File: src/rtl/arm_ctrl_pkg.sv
// Shared types and encodings for the ARM multi-cycle control path.
// State enum, instruction class/condition codes, ALU and mux encodings.
package arm_ctrl_pkg;

    typedef enum logic [3:0] {
        S_FETCH,
        S_DECODE,
        S_EXEC,
        S_ALUWB,
        S_MEMADR,
        S_MEMRD,
        S_MEMWB,
        S_MEMWR,
        S_BRANCH
    } state_e;

    typedef enum logic [1:0] {
        CL_DP,
        CL_DT,
        CL_BR,
        CL_UNDEF
    } class_e;

    localparam logic [3:0] COND_EQ = 4'h0;
    localparam logic [3:0] COND_NE = 4'h1;
    localparam logic [3:0] COND_CS = 4'h2;
    localparam logic [3:0] COND_CC = 4'h3;
    localparam logic [3:0] COND_MI = 4'h4;
    localparam logic [3:0] COND_PL = 4'h5;
    localparam logic [3:0] COND_VS = 4'h6;
    localparam logic [3:0] COND_VC = 4'h7;
    localparam logic [3:0] COND_HI = 4'h8;
    localparam logic [3:0] COND_LS = 4'h9;
    localparam logic [3:0] COND_GE = 4'hA;
    localparam logic [3:0] COND_LT = 4'hB;
    localparam logic [3:0] COND_GT = 4'hC;
    localparam logic [3:0] COND_LE = 4'hD;
    localparam logic [3:0] COND_AL = 4'hE;
    localparam logic [3:0] COND_NV = 4'hF;

    localparam logic [3:0] ALU_ADD = 4'b0100;
    localparam logic [3:0] ALU_SUB = 4'b0010;

    localparam logic [1:0] SRCB_RM     = 2'b00;
    localparam logic [1:0] SRCB_DP_IMM = 2'b01;
    localparam logic [1:0] SRCB_DT_IMM = 2'b10;
    localparam logic [1:0] SRCB_FOUR   = 2'b11;

    localparam logic [1:0] RES_ALU = 2'b00;
    localparam logic [1:0] RES_MEM = 2'b01;
    localparam logic [1:0] RES_PC  = 2'b10;

    // 00x dp, 01x dt, 101 branch, 100/11x undefined
    function automatic class_e decode_class(input logic [2:0] cls);
        class_e c;
        if (cls[2:1] == 2'b00)
            c = CL_DP;
        else if (cls[2:1] == 2'b01)
            c = CL_DT;
        else if (cls == 3'b101)
            c = CL_BR;
        else
            c = CL_UNDEF;
        return c;
    endfunction

endpackage

File: src/rtl/cond_check.sv
// ARM condition-code evaluator, purely combinational.
// Ports: cond[3:0], nzcv[3:0] in; pass out (1 = execute).
module cond_check
    import arm_ctrl_pkg::*;
(
    input  logic [3:0] cond,
    input  logic [3:0] nzcv,
    output logic       pass
);

    logic n, z, c, v;

    assign {n, z, c, v} = nzcv;

    always_comb begin
        pass = 1'b0;
        unique case (cond)
            COND_EQ: pass = z;
            COND_NE: pass = !z;
            COND_CS: pass = c;
            COND_CC: pass = !c;
            COND_MI: pass = n;
            COND_PL: pass = !n;
            COND_VS: pass = v;
            COND_VC: pass = !v;
            COND_HI: pass = c && !z;
            COND_LS: pass = !c || z;
            COND_GE: pass = (n == v);
            COND_LT: pass = (n != v);
            COND_GT: pass = !z && (n == v);
            COND_LE: pass = z || (n != v);
            COND_AL: pass = 1'b1;
            COND_NV: pass = 1'b0;
        endcase
    end

endmodule

File: src/rtl/multicycle_controller.sv
// Multi-cycle ARM control FSM with NZCV register and memory timeout.
// Ports: opfunc/alu_flags/mem_ready in; datapath mux, memory and pulse outputs.
module multicycle_controller
    import arm_ctrl_pkg::*;
#(
    parameter int ALU_OP_W    = 4,
    parameter int TIMEOUT_W   = 4,
    parameter int MEM_TIMEOUT = 12
) (
    input  logic                clk,
    input  logic                rst,
    input  logic [11:0]         opfunc,
    input  logic [3:0]          alu_flags,
    input  logic                mem_ready,
    output logic                mem_req,
    output logic                mem_write,
    output logic                adr_src,
    output logic                ir_write,
    output logic                pc_write,
    output logic                pc_src,
    output logic                reg_write,
    output logic                alu_src_a,
    output logic [1:0]          alu_src_b,
    output logic [ALU_OP_W-1:0] alu_op,
    output logic [1:0]          result_src,
    output logic [3:0]          nzcv,
    output logic                undef,
    output logic                mem_fault
);

    localparam logic [TIMEOUT_W-1:0] WAIT_LAST =
        TIMEOUT_W'(MEM_TIMEOUT - 1);

    state_e               state;
    state_e               state_n;
    logic [TIMEOUT_W-1:0] wait_cnt;
    logic                 cond_pass;
    logic                 mem_state;
    logic                 timeout;
    class_e               cls;
    logic [3:0]           cmd;

    assign cls = decode_class(opfunc[7:5]);
    assign cmd = opfunc[4:1];

    cond_check u_cond (
        .cond (opfunc[11:8]),
        .nzcv (nzcv),
        .pass (cond_pass)
    );

    assign mem_state = (state == S_FETCH) ||
                       (state == S_MEMRD) ||
                       (state == S_MEMWR);

    // last permitted wait cycle; a late mem_ready here still wins
    assign timeout = mem_state && !mem_ready &&
                     (wait_cnt == WAIT_LAST);

    always_comb begin
        state_n = state;
        unique case (state)
            S_FETCH:  if (mem_ready) state_n = S_DECODE;
            S_DECODE: begin
                if (!cond_pass) begin
                    state_n = S_FETCH;
                end else begin
                    unique case (cls)
                        CL_DP:   state_n = S_EXEC;
                        CL_DT:   state_n = S_MEMADR;
                        CL_BR:   state_n = S_BRANCH;
                        default: state_n = S_FETCH;
                    endcase
                end
            end
            S_EXEC:
                state_n = (cmd[3:2] == 2'b10) ? S_FETCH : S_ALUWB;
            S_ALUWB:  state_n = S_FETCH;
            S_MEMADR:
                state_n = opfunc[0] ? S_MEMRD : S_MEMWR;
            S_MEMRD: begin
                if (mem_ready)
                    state_n = S_MEMWB;
                else if (timeout)
                    state_n = S_FETCH;
            end
            S_MEMWB:  state_n = S_FETCH;
            S_MEMWR:
                if (mem_ready || timeout) state_n = S_FETCH;
            S_BRANCH: state_n = S_FETCH;
            default:  state_n = S_FETCH;
        endcase
    end

    always_ff @(posedge clk or posedge rst) begin
        if (rst) begin
            state    <= S_FETCH;
            nzcv     <= 4'b0000;
            wait_cnt <= '0;
        end else begin
            state <= state_n;
            if (state == S_EXEC && opfunc[0])
                nzcv <= alu_flags;
            if (mem_state && !mem_ready && !timeout)
                wait_cnt <= wait_cnt + TIMEOUT_W'(1);
            else
                wait_cnt <= '0;
        end
    end

    // reset gates every output so an in-flight access drops at once
    always_comb begin
        mem_req    = 1'b0;
        mem_write  = 1'b0;
        adr_src    = 1'b0;
        ir_write   = 1'b0;
        pc_write   = 1'b0;
        pc_src     = 1'b0;
        reg_write  = 1'b0;
        alu_src_a  = 1'b0;
        alu_src_b  = SRCB_RM;
        alu_op     = '0;
        result_src = RES_ALU;
        undef      = 1'b0;
        mem_fault  = 1'b0;
        if (!rst) begin
            mem_fault = timeout;
            unique case (state)
                S_FETCH: begin
                    mem_req   = 1'b1;
                    alu_src_b = SRCB_FOUR;
                    alu_op    = ALU_OP_W'(ALU_ADD);
                    ir_write  = mem_ready;
                    pc_write  = mem_ready;
                end
                S_DECODE:
                    undef = cond_pass && (cls == CL_UNDEF);
                S_EXEC: begin
                    alu_src_a = 1'b1;
                    alu_src_b = opfunc[5] ? SRCB_DP_IMM : SRCB_RM;
                    alu_op    = ALU_OP_W'(cmd);
                end
                S_ALUWB:
                    reg_write = 1'b1;
                S_MEMADR: begin
                    alu_src_a = 1'b1;
                    // FOUR code selects the register offset here
                    alu_src_b = opfunc[5] ? SRCB_DT_IMM : SRCB_FOUR;
                    alu_op    = opfunc[3] ? ALU_OP_W'(ALU_ADD)
                                          : ALU_OP_W'(ALU_SUB);
                end
                S_MEMRD: begin
                    mem_req = 1'b1;
                    adr_src = 1'b1;
                end
                S_MEMWB: begin
                    reg_write  = 1'b1;
                    result_src = RES_MEM;
                end
                S_MEMWR: begin
                    mem_req   = 1'b1;
                    mem_write = 1'b1;
                    adr_src   = 1'b1;
                end
                S_BRANCH: begin
                    pc_write = 1'b1;
                    pc_src   = 1'b1;
                    if (opfunc[4]) begin
                        reg_write  = 1'b1;
                        result_src = RES_PC;
                    end
                end
                default: ;
            endcase
        end
    end

endmodule

File: config.mk
export PLATFORM = sky130hd
export DESIGN_NAME = multicycle_controller
export DESIGN_NICKNAME = d
export VERILOG_FILES = /design/src/rtl/arm_ctrl_pkg.sv /design/src/rtl/cond_check.sv /design/src/rtl/multicycle_controller.sv
export SDC_FILE = /design/constraint.sdc
export NUM_CORES = 1
export LEC_CHECK = 0
export CAP_MARGIN = 20
export CORE_AREA = 8 8 56 69
export DETAILED_ROUTE_END_ITERATION = 6
export DIE_AREA = 0 0 64 77
export PLACE_DENSITY = 0.72
export SYNTH_ARGS = -nofsm -noshare
export SYNTH_HDL_FRONTEND = slang
export SYNTH_SLANG_ARGS = --single-unit
File: constraint.sdc
create_clock -name clk -period 2 [get_ports clk]
set_clock_uncertainty 0.1 [all_clocks]
set_input_delay 0.4 -clock clk [delete_from_list [all_inputs] [get_ports clk]]
set_output_delay 0.4 -clock clk [all_outputs]
set_load 0.03 [all_outputs]
# Word level (Yosys, flattened, before mapping)
# Cells that the tools add are included.
# classes
reduce_logical	27
n_mux	44
add_sub_neg	1
eq_ne	35
# op_table
operator	n
== test 4 bit, second input constant	10
== test 4 x 3 -> 1 bit, second input constant	8
2-to-1 mux 4 bit	7
one-hot mux 4 bit (3 select lines)	2
one-hot mux 4 bit (6 select lines)	1
2-to-1 mux 1 bit	21
== test 4 x 2 -> 1 bit, second input constant	4
one-hot mux 1 bit (16 select lines)	1
2-to-1 mux 2 bit	7
== test 4 x 1 -> 1 bit, second input constant	2
logical NOT 4 bit	2
logical AND 1 bit	7
== test 2 bit, second input constant	3
logical NOT 1 bit	6
one-hot mux 2 bit (3 select lines)	1
OR reduction 2 bit	3
logical OR 1 bit	5
adder 4 x 1 -> 4 bit, second input constant	1
== test 2 x 1 -> 1 bit, second input constant	2
logical NOT 2 bit	2
one-hot mux 1 bit (2 select lines)	2
one-hot mux 2 bit (2 select lines)	1
== test 3 bit, second input constant	1
2-to-1 mux 3 bit	1
7 further kinds	7
# totals
inputBits	19
regBits	12
out_inout_bits	22
word_cells	110

# Longest topological paths before layout
# depth
depth_word	8
depth_mapped	7
depth_no_buf	6

# By module
# From an unflattened synthesis, not the netlist that was laid out.
# unflattened
cells_unflattened	111
hier_area_um2	994.7
# by_module_without_submodules
mod	n_inst	area_per_inst_um2	cells_per_inst	seq_area_each_um2
multicycle_controller	1	839.6	88	300.3
cond_check	1	155.1	23	0.0

# Worst setup path after synthesis
# Ideal clock, no wire load.
# synth_timing
kind	register to output
start	reg nzcv[0]
end	out undef
path_stages_with_launch	7
arrival_ps	2091
setup_slack_ps	-591
required_ps	1500
path_cell_list	dfrtp_1 -> xor2_1 -> nor2_1 -> mux2_4 -> o211ai_2 -> a21boi_2 -> nor4_2
# synth_between
elab_chain_len	6
word_cells_on_any_way	9
classes_between	2 x eq/ne; 3 x mux; 4 x reduce/logical
# synth_lines
element	line	source
start: declaration	multicycle_controller.sv:26	output logic [3:0] nzcv,
start signal: assignment	multicycle_controller.sv:103	nzcv <= alu_flags;
!= test 1 bit or == test 1 bit (tied branches)	-	
logical OR 1 bit or logical AND 1 bit (tied branches)	cond_check.sv:31, cond_check.sv:30	
one-hot mux 1 bit (16 select lines) (*)	cond_check.sv:17	unique case (cond)
logical AND 1 bit (*)	multicycle_controller.sv:137	undef = cond_pass && (cls == CL_UNDEF);
2-to-1 mux 1 bit (*)	multicycle_controller.sv:128	unique case (state)
2-to-1 mux 1 bit (*)	multicycle_controller.sv:126	if (!rst) begin
end: declaration	multicycle_controller.sv:27	output logic undef,
# Every way passes the cells marked *; elsewhere a longest branch is shown, timed or not.

# Worst setup path in the final report
# layout_timing
start	in opfunc[10]
end	out undef
# layout_between
elab_chain_len	5
word_cells_on_any_way	20
classes_between	15 x eq/ne; 3 x mux; 2 x reduce/logical
# layout_lines
element	line	source
start: declaration	multicycle_controller.sv:12	input logic [11:0] opfunc,
== test 4 bit, or another cell as far along	cond_check.sv:17	
one-hot mux 1 bit (16 select lines) (*)	cond_check.sv:17	
logical AND 1 bit (*)	multicycle_controller.sv:137	
2-to-1 mux 1 bit (*)	multicycle_controller.sv:128	
2-to-1 mux 1 bit (*)	multicycle_controller.sv:126	
# Marked as above.

==> impl_metrics.xml <==
<?xml version="1.0" encoding="UTF-8"?>
<metrics>
  <group name="outcome">
    <metric name="run_status" unit="">finished with violations</metric>
    <metric name="failed_checks" unit="">setup timing</metric>
  </group>
  <group name="detailed_routing">
    <metric name="dr_total_vias" unit="">1335</metric>
    <metric name="drt-pass1-iter-count" unit="">4</metric>
    <metric name="routed_wire_length_per_instance" unit="µm">19.7</metric>
    <metric name="wirelength" unit="mm">4.68</metric>
    <metric name="count_of_antenna_violating_nets_left_after_detailed_routing" unit="">0</metric>
    <metric name="avgViaCountPerCell" unit="">5.61</metric>
    <metric name="detailed_router_s_first_iteration_violation_count" unit="">81</metric>
    <metric name="drc_errors" unit="">0</metric>
  </group>
  <group name="floorplanning">
    <metric name="fp.coreArea" unit="µm²">2840</metric>
    <metric name="die_area" unit="µm²">4930</metric>
    <metric name="pin_count" unit="">41</metric>
    <metric name="die_h" unit="µm">77</metric>
    <metric name="start_util" unit="%">35.5</metric>
    <metric name="fp-row-count" unit="">22</metric>
    <metric name="die_x" unit="µm">64</metric>
  </group>
  <group name="global_routing">
    <metric name="grt-ovfl-total" unit="">0</metric>
    <metric name="grt_first_pass_wirelength" unit="mm">6.73</metric>
    <metric name="global_router_s_overall_resource_usage" unit="%">16.2</metric>
    <metric name="grt_pass1_vias" unit="">1466</metric>
    <metric name="grt_max_degree" unit="">13</metric>
    <metric name="antenna_found_initial" unit="">0</metric>
  </group>
  <group name="clock_network">
    <metric name="clk_path_buf_depth" unit="">2</metric>
    <metric name="worst_setup_hold_path_clk_slew" unit="ps">80</metric>
    <metric name="tritoncts" unit="">built</metric>
    <metric name="htreeDepth" unit="">1</metric>
    <metric name="clockRootBuffer" unit="">sky130_fd_sc_hd__clkbuf_4</metric>
    <metric name="numCtsBuffers" unit="">3</metric>
    <metric name="clk-insertion-delay-late" unit="ps">260</metric>
    <metric name="cts_hold_repair.buffers" unit="">0</metric>
    <metric name="cts.sink_count" unit="">12</metric>
  </group>
  <group name="synthesis">
    <metric name="synthTopCellsByArea" unit="">sky130_fd_sc_hd__dfrtp_1 30%, sky130_fd_sc_hd__nor2_1 5.6%, sky130_fd_sc_hd__nor3_1 4.5%</metric>
    <metric name="dominantRegCellSynth" unit="">sky130_fd_sc_hd__dfrtp_1</metric>
    <metric name="synth-seq-area-share" unit="%">29.9</metric>
    <metric name="syn-num-nets" unit="">143</metric>
    <metric name="yosys_register_bits" unit="">12</metric>
    <metric name="netlist.top_cell.by_area" unit="">sky130_fd_sc_hd__dfrtp_1</metric>
    <metric name="post-synth-top-area-fraction" unit="%">29.9</metric>
    <metric name="synthMostInstantiatedCell" unit="">sky130_fd_sc_hd__nor2_1</metric>
    <metric name="synthesis.instances" unit="">123</metric>
    <metric name="synth.avg_cell_area" unit="µm²">8.18</metric>
    <metric name="yosys_warnings" unit="">0</metric>
    <metric name="yosysUniqueCellTypes" unit="">37</metric>
    <metric name="yosys-top-cells-count" unit="">15 x sky130_fd_sc_hd__nor2_1, 12 x sky130_fd_sc_hd__dfrtp_1, 9 x sky130_fd_sc_hd__nor3_1</metric>
    <metric name="async_reset_ff_share" unit="%">100</metric>
    <metric name="synth_enable_flop_cells" unit="">0</metric>
    <metric name="netlist_area" unit="µm²">1010</metric>
  </group>
  <group name="place">
    <metric name="hpwl" unit="mm">2.73</metric>
    <metric name="dpl.cell_count" unit="">219</metric>
    <metric name="finalWeightedCongestion" unit="">0.868</metric>
    <metric name="place_worst_setup_slack" unit="ps">-659</metric>
    <metric name="port_buffers" unit="">40</metric>
  </group>
  <group name="setup_path">
    <metric name="timing.critical_path.to_type" unit="">output pin</metric>
    <metric name="crit_path_max_incr_delay" unit="ps">550</metric>
    <metric name="cp_data_arrival_time" unit="ps">1960</metric>
    <metric name="timing.setup.critical_path_class" unit="">in -&gt; out</metric>
    <metric name="path_delay_family" unit="">buffers and inverters</metric>
    <metric name="worst_ep_required_time" unit="ps">1500</metric>
    <metric name="cp-start-kind" unit="">primary input</metric>
    <metric name="worst_reg_to_reg_cells" unit="">7</metric>
    <metric name="crit_fanout" unit="">6</metric>
    <metric name="path_cells" unit="">clkdlybuf4s50_1, a311oi_1, a32oi_1, a21boi_2, nor4_4, buf_6</metric>
    <metric name="slowest_stage" unit="">sky130_fd_sc_hd__clkdlybuf4s50_1</metric>
    <metric name="path_depth" unit="">6</metric>
    <metric name="crit_buf_inv" unit="">2</metric>
  </group>
  <group name="power">
    <metric name="power.ir.vdd_worst" unit="V">0.000781</metric>
    <metric name="pwr_density_cell" unit="nW/µm²">1210</metric>
    <metric name="total_power" unit="µW">2500</metric>
    <metric name="power.leakage" unit="µW">0.000893</metric>
  </group>
  <group name="timing">
    <metric name="timing.final.max_slew_violations" unit="">0</metric>
    <metric name="max-slew-margin-rel" unit="%">69.4</metric>
    <metric name="fin_crit_sh" unit="%">123</metric>
    <metric name="max_slew.worst_pin.slew" unit="ps">455</metric>
    <metric name="hold_violations_final" unit="">0</metric>
    <metric name="final.min_clock_period" unit="ps">2460</metric>
    <metric name="totalNegativeSetupSlack" unit="ps">-1860</metric>
    <metric name="max_clock_freq" unit="MHz">406</metric>
    <metric name="timing.final.setup_violations" unit="">13</metric>
    <metric name="rsz_0062_raised_after_global_routing" unit="">true</metric>
    <metric name="worst_slack" unit="ps">-461</metric>
  </group>
  <group name="flow_run">
    <metric name="timing.max_cap.violations" unit="">0</metric>
  </group>
  <group name="layout">
    <metric name="design.final.nets" unit="">223</metric>
    <metric name="utilization" unit="%">72.7</metric>
    <metric name="fraction_of_final_layout_cells_sized_beyond_drive_strength_1" unit="%">53.5</metric>
    <metric name="fin_cells" unit="">238</metric>
    <metric name="ant_diodes" unit="">0</metric>
    <metric name="flow.area_growth_from_synthesis" unit="%">105</metric>
    <metric name="nFillCells" unit="">181</metric>
  </group>
  <group name="hold_path">
    <metric name="worst_hold_path_type" unit="">reg -&gt; reg</metric>
    <metric name="hold_path_depth" unit="">1</metric>
  </group>
</metrics>
==> cell usage in the layout, fill, tap and decap left out, types with 3 or more instances in the layout <==
cell type / synthesis / routed
sky130_fd_sc_hd__nor2_4: 0 / 3
sky130_fd_sc_hd__xnor2_1: 4 / 4
sky130_fd_sc_hd__buf_6: 0 / 26
sky130_fd_sc_hd__nor2_1: 15 / 11
sky130_fd_sc_hd__nor3_2: 0 / 3
sky130_fd_sc_hd__dfrtp_1: 12 / 8
sky130_fd_sc_hd__nor3_1: 9 / 3
sky130_fd_sc_hd__mux2_2: 4 / 4
sky130_fd_sc_hd__nand3_1: 3 / 3
sky130_fd_sc_hd__nor3_4: 0 / 3
sky130_fd_sc_hd__nand3b_1: 3 / 3
sky130_fd_sc_hd__buf_4: 0 / 32
sky130_fd_sc_hd__nor2b_1: 6 / 6
sky130_fd_sc_hd__dlygate4sd2_1: 0 / 3
sky130_fd_sc_hd__nand2_1: 5 / 3
sky130_fd_sc_hd__inv_1: 7 / 7
sky130_fd_sc_hd__o21ai_0: 5 / 5
sky130_fd_sc_hd__clkdlybuf4s50_1: 0 / 18
sky130_fd_sc_hd__dfrtp_2: 0 / 4
sky130_fd_sc_hd__nor4_4: 0 / 3
sky130_fd_sc_hd__clkbuf_4: 0 / 3
==> per-stage QoR <==
stage	area, µm²	hold slack (ps)
2_1_floorplan	1040	332
3_3_place_gp	1620	357
3_5_place_dp	1620	384
4_1_cts	1890	395
5_1_grt	2060	419
6_report	2060	390
==> final timing paths <==
path                        startpoint           to  slack (ps)
max                         opfunc[10]        undef        -460
min                        wait_cnt[0]  wait_cnt[0]         390
max reg2reg                    nzcv[0]     state[2]          70
min reg2reg                wait_cnt[0]  wait_cnt[0]         390
max in group asynchronous          rst     state[3]        1050
min in group asynchronous          rst  wait_cnt[0]         410
==> layer usage <==
metal	vias to the layer above	track usage (%)	share of wire, %
met5	-	0	0
met4	0	9.40	5.9
met3	26	3.05	5.9
met2	70	29.0	53
met1	642	16.9	36
li1	597	-	-
==> cells by family after synthesis <==
kind of cell    after synthesis  share of synthesized area, %
mux                           7                          7.96
compound gates               21                          16.8
fa+ha+maj                     1                          1.24
buf+inv                      14                          5.22
flops                        12                          29.9
xor+xnor                      6                          5.22
simple gates                 62                          33.7
==> registers in the layout, indices dropped and copies added, names as in the netlist <==
name / flops
nzcv: 4
wait_cnt: 4
state: 4
==> final cells by class <==
cell class	instances	area (µm²)	area share, %
sequential	12	305	14.8
timing repair buffer	82	782	37.9
tap	36	45.0	2.19
inverter	7	26.3	1.28
clock buffer	4	26.3	1.28
multi-input combinational	97	876	42.5
==> report_power, final <==
part           internal [µW]  leakage [µW]  switching (µW)  total [µW]
clock network           77.0     0.0000150            75.8         153
logic                    931      0.000727            1000        1930
registers                331      0.000151            81.5         413
==> timing repair <==
item | in CTS | in global routing
pin swaps | 15 | 12
setup endpoints to repair | 15 | 18
gates resized for setup | 46 | 34
setup buffers | 13 | 3
cloned | 0 | 0
hold endpoints to repair | 0 | 0
Power figures use the tool's default switching activity.
==> RTL edit 1: new RTL, same settings <==
Put a register stage on the output `mem_fault`, without a reset. The value now appears one clock later. The other outputs are not delayed to match.
--- a/src/rtl/multicycle_controller.sv
+++ b/src/rtl/multicycle_controller.sv
@@ -32,2 +32,4 @@
         TIMEOUT_W'(MEM_TIMEOUT - 1);
+
+    logic mem_fault_d;
 
@@ -124,5 +126,5 @@
         undef      = 1'b0;
-        mem_fault  = 1'b0;
+        mem_fault_d = 1'b0;
         if (!rst) begin
-            mem_fault = timeout;
+            mem_fault_d = timeout;
             unique case (state)
@@ -177,2 +179,6 @@
 
+    always_ff @(posedge clk) begin
+        mem_fault <= mem_fault_d;
+    end
+
 endmodule
Formal check against the unedited RTL: same outputs for any inputs over 10 cycles, from zero or initial values and one cycle with rst high; that may be too few to reach the edited logic, so the function may still have changed.
==> RTL edit 1 against the original RTL <==
- the run still ends with negative setup slack left
- design area grew 1.4%
- sequential cell count grew 1
- worst setup slack lost 61 ps
- die area is the same
- synthesized cell count shrank 4.1%
- combinational power grew 3%
- synthesized area shrank 5.7%
- power grew 3.6%
- global-route usage shrank 1.4 points
- wire length shrank 14%
- fmax shrank 2.4%
- sequential share of layout area grew 0.69 points
- largest cell class is now non-clock buffers
==> RTL edit 1: results <==
metrics = {
    "place": {
        "hpwl_mm": 2.51,
        "io_buffers": 40,
        "post-place-ws_ps": -1120,
        "gp_congestion": 0.851,
        "placed_area_um2": 1630,
    },
    "cts": {
        "clkTransAtPathRegs_ps": 80,
        "htree_levels": 1,
        "root_buffer": "clkbuf_4",
        "cts_made_buffers": 3,
        "cts_buffer_depth": 2,
        "clock_latency_ps": 270,
    },
    "sta": {
        "relSlewSlack": 0.718,
        "fin_ws_ps": -522,
        "final-setup-viol-count": 15,
    },
    "critical_path": {
        "reg2reg_to": "state[3]",
        "crit_slowest_cell": "dfrtp_2",
        "slowest_delay_ps": 450,
        "r2r_cells": 7,
        "cp.arrival_ps": 2020,
        "rrSetupSlack_ps": 50,
        "cp_max_fo": 2,
        "cp-endpoint": "undef",
        "crit_start": "nzcv[0]",
        "cp_top_family": "compound AO/OA/AOI/OAI gates",
    },
    "global_route": {
        "grt_usage": 0.148,
        "grt_max_degree": 13,
        "antenna_found_initial": 0,
        "grt_pass1_wl_mm": 6.09,
        "grt_pass1_vias": 1330,
    },
    "synth": {
        "synth_flop_cell": "dfrtp_1",
        "yosys_warnings": 0,
        "ys_seq_area_frac": 0.338,
        "synth_top_cells_by_area": "dfrtp_1, nor2_1, a21oi_1",
        "synth_cell_types": 37,
        "synth_commonest_cells": "nor2_1, dfrtp_1, a21oi_1, nor3_1, nand2_1",
        "async_reset_ff_frac": 0.923,
        "syn_nets": 138,
    },
    "cells_and_area": {
        "layout-drive-gt1-share": 0.541,
        "fillers": 192,
        "fin_nets": 226,
        "final_area_um2": 2090,
        "reg_top3": "nzcv x4, state x4, wait_cnt x4",
        "n_antenna_cell": 0,
    },
    "detailed_routing": {
        "drtIter0Drc": 65,
        "dr.pass1.iters": 4,
        "wirelength_mm": 4.04,
        "viasPerCell": 5.32,
    },
    "outcome": {
        "outcome": "complete, but fails checks",
        "violations": "negative setup slack",
    },
    "pwr": {
        "p_leak_nw": 0.942,
        "peakVddDrop_uv": 914,
    },
    "min_path": {
        "holdCritPathClass": "reg -> reg",
    },
}
[RTL edit 1: changes by cell type after synthesis, moves of 3 or more]
| cell | before | now |
|---|---|---|
| nor4_1 | 5 | 1 |
| nand2_1 | 5 | 8 |
| a21oi_1 | 4 | 9 |
| nor2b_1 | 6 | 2 |
[RTL edit 1: layer usage]
metal,global-route usage,vias to the layer above,routed length [um]
met5,0,-,0
met4,0.0582,0,61
met3,0.0334,8,199
met2,0.269,46,2230
met1,0.157,630,1550
li1,-,598,-
[RTL edit 1: worst min-delay path by stage]
| stage | from | cells past startpoint | end | slack, ps |
|---|---|---|---|---|
| finish | wait_cnt[0] | 1 | wait_cnt[0] | 370 |
| global route | wait_cnt[0] | 1 | wait_cnt[0] | 420 |
| CTS | wait_cnt[0] | 1 | wait_cnt[0] | 380 |
| detailed placement | wait_cnt[0] | 1 | wait_cnt[0] | 370 |
| global placement | wait_cnt[0] | 1 | wait_cnt[0] | 350 |
| floorplan | rst | 1 | nzcv[1] | 170 |
[RTL edit 1: cell type report]
class                      instances  area share
timing repair buffer              90       0.405
multi-input combinational         91       0.393
sequential                        13       0.155
tap                               36      0.0216
inverter                           7      0.0126
clock buffer                       3      0.0108
clock inverter                     1     0.00240
[RTL edit 1: through the flow]
step | setup TNS, ps | std cells
2_1_floorplan | -550 | 118
3_3_place_gp | -2940 | 217
3_5_place_dp | -3190 | 217
4_1_cts | -2400 | 233
5_1_grt | -4700 | 241
6_report | -3480 | 241
[RTL edit 1: kinds of logic (layout without fill, tap and decap cells)]
| family | count (synthesis) | in the layout | synth area share |
|---|---|---|---|
| xor+xnor | 6 | 6 | 0.0554 |
| simple gates | 54 | 54 | 0.307 |
| compound gates | 25 | 25 | 0.170 |
| fa+ha+maj | 1 | 1 | 0.0132 |
| flops | 13 | 13 | 0.338 |
| buf+inv | 14 | 101 | 0.0581 |
| mux | 5 | 5 | 0.0580 |
[RTL edit 1: report_power, final]
part / switching (W) / internal, W
clock network: 0.0000853 / 0.0000739
registers: 0.0000863 / 0.000351
logic: 0.000972 / 0.00102
[RTL edit 1: timing repair]
action,in CTS,in global routing
gates resized for setup,42,33
pin swaps,11,22
setup buffers,12,9
hold buffers,0,0
endpoints found under the setup margin,20,21
==> RTL edit 2: new RTL, same settings <==
Without the edit above. Set the parameter `TIMEOUT_W` to 5 (it was 4).
--- a/src/rtl/multicycle_controller.sv
+++ b/src/rtl/multicycle_controller.sv
@@ -6,3 +6,3 @@
     parameter int ALU_OP_W    = 4,
-    parameter int TIMEOUT_W   = 4,
+    parameter int TIMEOUT_W   = 5,
     parameter int MEM_TIMEOUT = 12
Formal check against the unedited RTL: same outputs for any inputs over 10 cycles, from zero or initial values and one cycle with rst high; that may be too few to reach the edited logic, so the function may still have changed.
==> RTL edit 2 against the original RTL <==
- the run still ends with negative setup slack left
- critical path type is now reg -> out
- sequential cell count up 1
- design area down 6.0%
- synthesized area up 0.25%
- highest routed layer unchanged
- count of clock-buffer cells in the layout unchanged
- power down 2.0%
- worst setup slack worse by 180 ps
- wire length down 18%
==> RTL edit 2: results <==
metrics = {
    "detailed_routing": {
        "wl_met2_mm": 2.18,
        "wirelength_mm": 3.85,
        "met1_length_mm": 1.44,
        "routed-wl-met3_um": 126,
        "drtIter0Drc": 32,
        "vias": 1251,
    },
    "cells_and_area": {
        "reg_top3": "wait_cnt x5, nzcv x4, state x4",
        "fillers": 218,
        "layout-drive-gt1-share": 0.503,
        "comb.multi_input.count": 96,
        "regArea_um2": 334,
        "fin_nets": 218,
        "multi_input_area_share": 0.411,
        "non_clock_buffer_area_share": 0.364,
        "area_share_clock_buf_inv": 0.0136,
        "buffers": 77,
    },
    "critical_path": {
        "reg2reg_to": "state[2]",
        "cp_max_fo": 2,
        "crit_slowest_cell": "dfrtp_2",
        "cp_top_family": "compound AO/OA/AOI/OAI gates",
        "r2r_cells": 9,
        "slowest_delay_ps": 430,
        "cp.arrival_ps": 2140,
    },
    "cts": {
        "postCtsSetupBuffers": 11,
        "cts_num_sinks": 13,
        "cts_resized": 35,
        "htree_levels": 1,
        "clock_latency_ps": 280,
        "clkTransAtPathRegs_ps": 80,
    },
    "synth": {
        "ys_seq_area_frac": 0.323,
        "synth_flop_cell": "dfrtp_1",
        "synth-compound-area-share": 0.150,
        "synth_xor_area_frac": 0.0695,
        "synthAdderAreaFrac": 0.0223,
        "syn_nets": 141,
        "muxShareOfSynthArea": 0.0658,
        "synth_top_cells_by_area": "dfrtp_1, nor2_1, xnor2_1",
        "synth_cell_types": 45,
        "synth_commonest_cells": "nor2_1, dfrtp_1, nand2_1",
    },
    "global_route": {
        "gr-usage-met3": 0.0349,
        "grt_pass1_wl_mm": 5.88,
        "grtUsageMet2": 0.280,
        "grt_usage": 0.142,
        "grt_max_degree": 9,
    },
    "sta": {
        "setup_tns_ps": -1220,
        "fin_ws_ps": -642,
        "final-setup-viol-count": 9,
        "relSlewSlack": 0.756,
        "fin_hold_ws_ps": 259,
    },
    "pwr": {
        "p_seq_w": 0.000483,
        "switching_share": 0.450,
        "clk-power_w": 0.000160,
        "powerDensity_nw_per_um2": 1260,
        "p_leak_nw": 0.868,
        "peakVddDrop_uv": 763,
    },
    "outcome": {
        "violations": "negative setup slack",
        "outcome": "complete, but fails checks",
    },
    "place": {
        "gp_congestion": 0.812,
        "hpwl_mm": 2.62,
    },
    "min_path": {
        "holdCritPathClass": "in -> async",
    },
}
## RTL edit 2: changes by cell type in the layout (fill, tap and decap cells not counted), moves of 4 or more
cell / change
buf_6: -5
nor2b_1: -5
clkdlybuf4s50_1: -4
nand2b_1: +4
o21ai_0: -4
## RTL edit 2: kinds of logic (layout without fill, tap and decap cells)
logic type / after synthesis / after routing
AO/OA/AOI/OAI: 21 / 21
AND/OR/NAND/NOR: 59 / 59
adder cells (fa/ha/maj): 2 / 2
XOR/XNOR: 8 / 8
buffers and inverters: 12 / 88
multiplexers: 6 / 6
flip-flops: 13 / 13
## RTL edit 2: metrics by stage
stage / total power [W] / area, um^2 / cells / worst slack (ps)
after global placement: 0.00174 / 1600 / 216 / -921
after CTS: 0.00221 / 1810 / 231 / -637
after global routing: 0.00258 / 1940 / 233 / -680
after floorplan: 0.00123 / 1050 / 121 / -271
final: 0.00245 / 1940 / 233 / -642
after detailed placement: 0.00176 / 1600 / 216 / -953
